<file path="src/rtl/rf_writeback_ctrl_if.sv">
// Signal bundle between the pipeline and the register-file writeback controller.
// Load return: a beat transfers on a rising edge where ld_valid & ld_ready are both 1;
// ld_ready does not depend on ld_valid, and the ALU stream is valid-only with no backpressure.
interface rf_writeback_ctrl_if;
    logic        alu_valid;
    logic [4:0]  alu_rd;
    logic [31:0] alu_data;
    logic        ld_valid;
    logic [4:0]  ld_rd;
    logic [31:0] ld_data;
    logic        ld_ready;
    logic        iss_valid;
    logic [4:0]  iss_rs1;
    logic [4:0]  iss_rs2;
    logic [4:0]  iss_rd;
    logic        iss_is_load;
    logic        iss_stall;
    logic        we3;
    logic [4:0]  a3;
    logic [31:0] wd3;
    logic [31:0] pending;

    modport master (
        output alu_valid, alu_rd, alu_data,
        output ld_valid, ld_rd, ld_data,
        input  ld_ready,
        output iss_valid, iss_rs1, iss_rs2, iss_rd, iss_is_load,
        input  iss_stall,
        input  we3, a3, wd3, pending
    );

    modport slave (
        input  alu_valid, alu_rd, alu_data,
        input  ld_valid, ld_rd, ld_data,
        output ld_ready,
        input  iss_valid, iss_rs1, iss_rs2, iss_rd, iss_is_load,
        output iss_stall,
        output we3, a3, wd3, pending
    );
endinterface

</file>
<file path="src/rtl/rf_writeback_ctrl.sv">
// Merges ALU results and buffered load returns onto the single register-file write port,
// and tracks outstanding loads to stall issue on RAW/WAW hazards.
module rf_writeback_ctrl #(
    parameter int STARVE_LIMIT = 4,
    parameter int CNT_W        = 3
) (
    input logic              clk,
    input logic              rst,
    rf_writeback_ctrl_if.slave wb
);

    logic             buf_valid_q, buf_valid_d;
    logic [4:0]       buf_rd_q, buf_rd_d;
    logic [31:0]      buf_data_q, buf_data_d;
    logic             we3_q, we3_d;
    logic [4:0]       a3_q, a3_d;
    logic [31:0]      wd3_q, wd3_d;
    logic [31:0]      pending_q, pending_d;
    logic [CNT_W-1:0] starve_cnt_q, starve_cnt_d;

    logic drain;
    logic starve;
    logic hz;
    logic issue_ld;

    // The buffer only drains when the ALU leaves the port idle.
    assign drain    = buf_valid_q & ~wb.alu_valid;
    assign starve   = (starve_cnt_q == CNT_W'(STARVE_LIMIT));
    assign hz       = pending_q[wb.iss_rs1] | pending_q[wb.iss_rs2] | pending_q[wb.iss_rd];
    assign issue_ld = wb.iss_valid & ~wb.iss_stall & wb.iss_is_load & (wb.iss_rd != 5'd0);

    assign wb.ld_ready  = ~buf_valid_q;
    assign wb.iss_stall = wb.iss_valid & (hz | starve);
    assign wb.we3       = we3_q;
    assign wb.a3        = a3_q;
    assign wb.wd3       = wd3_q;
    assign wb.pending   = pending_q;

    always_comb begin
        buf_valid_d  = buf_valid_q;
        buf_rd_d     = buf_rd_q;
        buf_data_d   = buf_data_q;
        we3_d        = 1'b0;
        a3_d         = a3_q;
        wd3_d        = wd3_q;
        pending_d    = pending_q;
        starve_cnt_d = starve_cnt_q;

        if (wb.alu_valid) begin
            we3_d = (wb.alu_rd != 5'd0);
            a3_d  = wb.alu_rd;
            wd3_d = wb.alu_data;
        end else if (buf_valid_q) begin
            we3_d       = (buf_rd_q != 5'd0);
            a3_d        = buf_rd_q;
            wd3_d       = buf_data_q;
            buf_valid_d = 1'b0;
        end

        // Capture is only possible while empty, so it never overlaps a drain.
        if (wb.ld_valid && !buf_valid_q) begin
            buf_valid_d = 1'b1;
            buf_rd_d    = wb.ld_rd;
            buf_data_d  = wb.ld_data;
        end

        if (buf_valid_q && wb.alu_valid) begin
            if (!starve) starve_cnt_d = starve_cnt_q + CNT_W'(1);
        end else begin
            starve_cnt_d = '0;
        end

        // Set is applied after clear so a same-index collision leaves the bit set.
        if (drain)    pending_d[buf_rd_q]  = 1'b0;
        if (issue_ld) pending_d[wb.iss_rd] = 1'b1;
        pending_d[0] = 1'b0;
    end

    always_ff @(posedge clk) begin
        if (!rst) begin
            buf_valid_q  <= 1'b0;
            buf_rd_q     <= '0;
            buf_data_q   <= '0;
            we3_q        <= 1'b0;
            a3_q         <= '0;
            wd3_q        <= '0;
            pending_q    <= '0;
            starve_cnt_q <= '0;
        end else begin
            buf_valid_q  <= buf_valid_d;
            buf_rd_q     <= buf_rd_d;
            buf_data_q   <= buf_data_d;
            we3_q        <= we3_d;
            a3_q         <= a3_d;
            wd3_q        <= wd3_d;
            pending_q    <= pending_d;
            starve_cnt_q <= starve_cnt_d;
        end
    end

endmodule

</file>
<file path="src/flat_wrapper.sv">
// flat-port wrapper written by rule: the top's interface ports become plain ports
module rf_writeback_ctrl_flat 
#(
    parameter int STARVE_LIMIT = 4,
    parameter int CNT_W        = 3
)
  (clk, rst, wb_alu_valid, wb_alu_rd, wb_alu_data, wb_ld_valid, wb_ld_rd, wb_ld_data, wb_ld_ready, wb_iss_valid, wb_iss_rs1, wb_iss_rs2, wb_iss_rd, wb_iss_is_load, wb_iss_stall, wb_we3, wb_a3, wb_wd3, wb_pending);
  rf_writeback_ctrl_if wb_i ();
  input logic clk;
  input logic rst;
  input wire logic [$bits(wb_i.alu_valid)-1:0] wb_alu_valid;
  input wire logic [$bits(wb_i.alu_rd)-1:0] wb_alu_rd;
  input wire logic [$bits(wb_i.alu_data)-1:0] wb_alu_data;
  input wire logic [$bits(wb_i.ld_valid)-1:0] wb_ld_valid;
  input wire logic [$bits(wb_i.ld_rd)-1:0] wb_ld_rd;
  input wire logic [$bits(wb_i.ld_data)-1:0] wb_ld_data;
  output wire logic [$bits(wb_i.ld_ready)-1:0] wb_ld_ready;
  input wire logic [$bits(wb_i.iss_valid)-1:0] wb_iss_valid;
  input wire logic [$bits(wb_i.iss_rs1)-1:0] wb_iss_rs1;
  input wire logic [$bits(wb_i.iss_rs2)-1:0] wb_iss_rs2;
  input wire logic [$bits(wb_i.iss_rd)-1:0] wb_iss_rd;
  input wire logic [$bits(wb_i.iss_is_load)-1:0] wb_iss_is_load;
  output wire logic [$bits(wb_i.iss_stall)-1:0] wb_iss_stall;
  output wire logic [$bits(wb_i.we3)-1:0] wb_we3;
  output wire logic [$bits(wb_i.a3)-1:0] wb_a3;
  output wire logic [$bits(wb_i.wd3)-1:0] wb_wd3;
  output wire logic [$bits(wb_i.pending)-1:0] wb_pending;
  assign wb_i.alu_valid = wb_alu_valid;
  assign wb_i.alu_rd = wb_alu_rd;
  assign wb_i.alu_data = wb_alu_data;
  assign wb_i.ld_valid = wb_ld_valid;
  assign wb_i.ld_rd = wb_ld_rd;
  assign wb_i.ld_data = wb_ld_data;
  assign wb_ld_ready = wb_i.ld_ready;
  assign wb_i.iss_valid = wb_iss_valid;
  assign wb_i.iss_rs1 = wb_iss_rs1;
  assign wb_i.iss_rs2 = wb_iss_rs2;
  assign wb_i.iss_rd = wb_iss_rd;
  assign wb_i.iss_is_load = wb_iss_is_load;
  assign wb_iss_stall = wb_i.iss_stall;
  assign wb_we3 = wb_i.we3;
  assign wb_a3 = wb_i.a3;
  assign wb_wd3 = wb_i.wd3;
  assign wb_pending = wb_i.pending;
  rf_writeback_ctrl #(.STARVE_LIMIT(STARVE_LIMIT), .CNT_W(CNT_W)) u_core (.clk(clk), .rst(rst), .wb(wb_i));
endmodule
</file>
<file path="config.mk">
export PLATFORM = sky130hd
export DESIGN_NAME = rf_writeback_ctrl_flat
export DESIGN_NICKNAME = d
export VERILOG_FILES = /design/src/rtl/rf_writeback_ctrl_if.sv /design/src/rtl/rf_writeback_ctrl.sv /design/src/flat_wrapper.sv
export SDC_FILE = /design/constraint.sdc
export NUM_CORES = 1
export LEC_CHECK = 0
export BUFFER_PORTS_ARGS = -buffer_cell sky130_fd_sc_hd__buf_2
export CELL_PAD_IN_SITES_DETAIL_PLACEMENT = 1
export CELL_PAD_IN_SITES_GLOBAL_PLACEMENT = 1
export CORE_UTILIZATION = 39
export CTS_BUF_LIST = sky130_fd_sc_hd__clkbuf_16
export DETAILED_ROUTE_END_ITERATION = 8
export PLACE_DENSITY_LB_ADDON = 0.1
export RECOVER_POWER = 100
export SYNTH_ARGS = -nofsm -noshare
export SYNTH_HDL_FRONTEND = slang
export SYNTH_SLANG_ARGS = --single-unit
</file>
<file path="constraint.sdc">
create_clock -name clk -period 2.49 [get_ports clk]
set_input_delay 0.3735 -clock clk [delete_from_list [all_inputs] [get_ports clk]]
set_output_delay 0.3735 -clock clk [all_outputs]
set_load 0.005 [all_outputs]
</file>
==> results.py <==
metrics = {
    "status": {
        "status": "complete, but fails checks",
        "violations": "negative setup slack",
    },
    "detailed_routing": {
        "drt_iter0_markers": 264,
        "vias_per_cell": 5.53,
        "wl_met3_microns": 1500,
        "ant_nets": 0,
        "wl_met1_microns": 8110,
        "via_count": 5737,
        "routed_wl_microns": 19400,
        "wl_per_cell_microns": 18.7,
        "maxUsedRoutingLayer": "met4",
        "drc": 0,
        "wl_met2_microns": 9520,
        "drt_first_pass_iters": 4,
    },
    "clocking": {
        "numCtsBuffers": 9,
        "clkTransAtPathRegs_ps": 70,
        "clockRootBuffer": "clkbuf_16",
        "cts_max_level": 3,
        "insertion_delay_ps": 350,
        "cts_tree": "built",
        "cts_hold_buf": 0,
        "clockBufferDepth": 2,
        "cts_sinks": 110,
    },
    "yosys": {
        "postSynthAreaPerCell_sq_um": 8.52,
        "yosys.area.top_type_share": 0.367,
        "yosys_warnings": 0,
        "synth.top_cells.by_count": "nand2_1, dfxtp_1, mux2i_1",
        "synth_compound_area_frac": 0.198,
        "synthTopCellsByArea": "dfxtp_1, nand2_1, mux2i_1",
        "ys_types": 60,
        "netlist_area_sq_um": 6010,
        "yosysSeqAreaShare": 0.367,
        "synthXorXnorAreaFrac": 0.00146,
        "synth_ff_type": "dfxtp_1",
        "synth_area_leader_cell": "dfxtp_1",
        "synth-seq-cells": 110,
        "yosysMostFrequentCell": "nand2_1",
        "synth_simple_gate_area_frac": 0.232,
        "synth_edf_count": 0,
        "postSynthNetCount": 802,
        "synthAdderAreaFrac": 0.00416,
        "synthArstFlopShare": 0,
        "post_synth_inst_count": 705,
        "synth_top_family_by_area": "simple AND/OR/NAND/NOR gates",
        "synth.area.mux_share": 0.144,
    },
    "job": {
        "cap_violations": 0,
    },
    "worst_setup_path": {
        "cp_max_fo": 5,
        "cp_data_arrival_time_ps": 2210,
        "critPathCaptureType": "primary output",
        "rr_worst_depth": 7,
        "worstReg2RegEnd": "u_core.wb.pending[3]",
        "r2r_slack_ps": 90,
        "worstReg2RegStart": "u_core.wb.pending[14]",
        "crit_path_start_kind": "flop",
        "criticalPathCategory": "reg -> out",
        "required_ps": 2120,
    },
    "layout": {
        "synthToLayoutAreaGrowth_pct": 18.6,
        "final_nets": 941,
        "fin_area_sq_um": 7120,
        "final_cells": 1037,
        "insertedDiodeCount": 0,
        "num-fill-cells": 1889,
        "seq_area_sq_um": 2210,
        "drive_gt1_frac": 0.247,
        "multi_input_area_sq_um": 3430,
    },
    "placement": {
        "place.gp.congestion": 0.871,
        "io_buffers": 165,
        "place_area_sq_um": 6950,
        "dp.cells": 1019,
        "pre_cts_slack_ps": 46.8,
        "dp_hpwl_microns": 13900,
    },
    "floorplan": {
        "dieArea_sq_um": 15900,
        "coreArea_sq_um": 15100,
        "die_h_microns": 126,
        "num_rows": 45,
        "ios": 167,
        "die_w_microns": 126,
        "initial_core_util": 0.397,
    },
    "worst_hold_path": {
        "hold_start": "wb_ld_data[0]",
        "min_to": "u_core.buf_data_q[0]",
        "min_path_cells": 3,
        "hp-class": "in -> reg",
    },
    "sta": {
        "finalCritPeriodShare": 1.04,
        "hold_viol": 0,
        "slew_headroom": 0.155,
        "finClkSkew_ps": 5.12,
        "fin_crit_ps": 2580,
        "slew_viol_final": 0,
        "setup_violations": 1,
        "rsz0062_at_grt": "yes",
        "timing.final.ws_setup_ps": -88.7,
        "holdWs_ps": 262,
        "tightest_slew_ps": 1270,
        "clock.fmax_mhz": 388,
    },
    "grt": {
        "grt_overflow": 0,
        "antenna_found_initial": 0,
        "grt_pass1_vias": 6047,
        "grt_max_degree": 79,
        "track_usage": 0.249,
        "grt_pass1_wl_microns": 31400,
    },
    "pwr": {
        "power.total_w": 0.00390,
        "p_per_area_nw_per_um2": 547,
        "peakVddDrop_v": 0.000296,
        "power.leakage_nw": 2.84,
    },
}
-- per-stage QoR --
stage / setup TNS, ps / utilization
4_1_cts: -59.0 / 0.479
5_1_grt: -351 / 0.470
2_1_floorplan: 0 / -
3_3_place_gp: 0 / 0.459
3_5_place_dp: 0 / 0.459
6_report: -88.7 / 0.470
-- report_power, final --
part | switching [W] | leakage (nW) | internal [W]
logic | 0.000331 | 1.79 | 0.000231
clock network | 0.000673 | 0.150 | 0.000778
registers | 0.0000524 | 0.902 | 0.00183
-- worst max path at each step --
stage | from | end | slack (ps)
6_report | u_core.wb.pending[7] | wb_iss_stall | -90
5_1_grt | u_core.wb.pending[7] | wb_iss_stall | -170
4_1_cts | u_core.wb.pending[7] | wb_iss_stall | -60
3_5_place_dp | wb_iss_rs2[0] | wb_iss_stall | 50
3_3_place_gp | wb_iss_rs1[0] | u_core.wb.pending[23] | 60
2_1_floorplan | wb_iss_rs2[0] | wb_iss_stall | 240
-- cell usage in the layout (no fill, tap or decap), types with 3 or more instances in the layout --
cell / synthesis / final
nand2_1: 156 / 156
mux4_2: 10 / 10
a21boi_0: 37 / 37
and3_1: 3 / 3
nand3b_1: 6 / 6
clkbuf_2: 0 / 3
nand4_1: 4 / 4
o21ai_2: 30 / 10
o211ai_1: 31 / 31
nor4_1: 5 / 4
a311oi_1: 3 / 3
nand3_1: 10 / 10
nor3_1: 28 / 27
and2_0: 0 / 37
clkbuf_16: 0 / 9
dfxtp_2: 0 / 3
mux2i_1: 52 / 52
nor2b_1: 12 / 10
nor2_1: 12 / 12
dfxtp_1: 110 / 106
o21ai_0: 39 / 60
buf_2: 8 / 136
inv_1: 6 / 8
a21oi_1: 8 / 8
clkbuf_1: 37 / 33
mux2_2: 5 / 5
buf_4: 3 / 16
-- layout make-up --
type,count,share of cell area
well taps,188,0.0330
multi-input cells,529,0.481
repair buffers,188,0.132
flip-flops and latches,110,0.310
clock buffers,9,0.0316
clock inverters,7,0.00931
inverters,6,0.00316
-- what timing repair did --
item / in CTS / in global routing
buffers inserted: 0 / 2
endpoints found under the setup margin: 1 / 1
cloned: 0 / 0
resized for setup: 7 / 3
pin swaps: 1 / 4
-- registers in the layout, indices dropped and copies added (netlist names) --
register	flops
u_core.wb.wd3	32
u_core.buf_valid_q	1
u_core.wb.pending	31
u_core.starve_cnt_q	3
u_core.buf_rd_q	5
u_core.wb.we3	1
u_core.wb.a3	5
u_core.buf_data_q	32
-- per-layer routing --
metal	up-vias	track usage
met3	25	0.0663
met2	184	0.437
met5	-	0
met1	2783	0.299
met4	0	0.0680
li1	2745	-
-- cell families (layout without fill, tap and decap cells) --
family | Yosys count | after routing
AO/OA/AOI/OAI | 165 | 165
XOR/XNOR | 1 | 1
adder cells (fa/ha/maj) | 2 | 2
buffers and inverters | 66 | 210
flip-flops | 110 | 110
multiplexers | 71 | 71
other | 1 | 1
AND/OR/NAND/NOR | 289 | 289
-- worst max-delay path: stages, from the launching register on --
cell and delay (ps):
dfxtp_4 370, mux4_2 490, nor2b_2 140, nor4_2 60
nor4_2 300, nand4_2 160, o21a_1 220, buf_2 130
(Power assumes the default switching activity.)
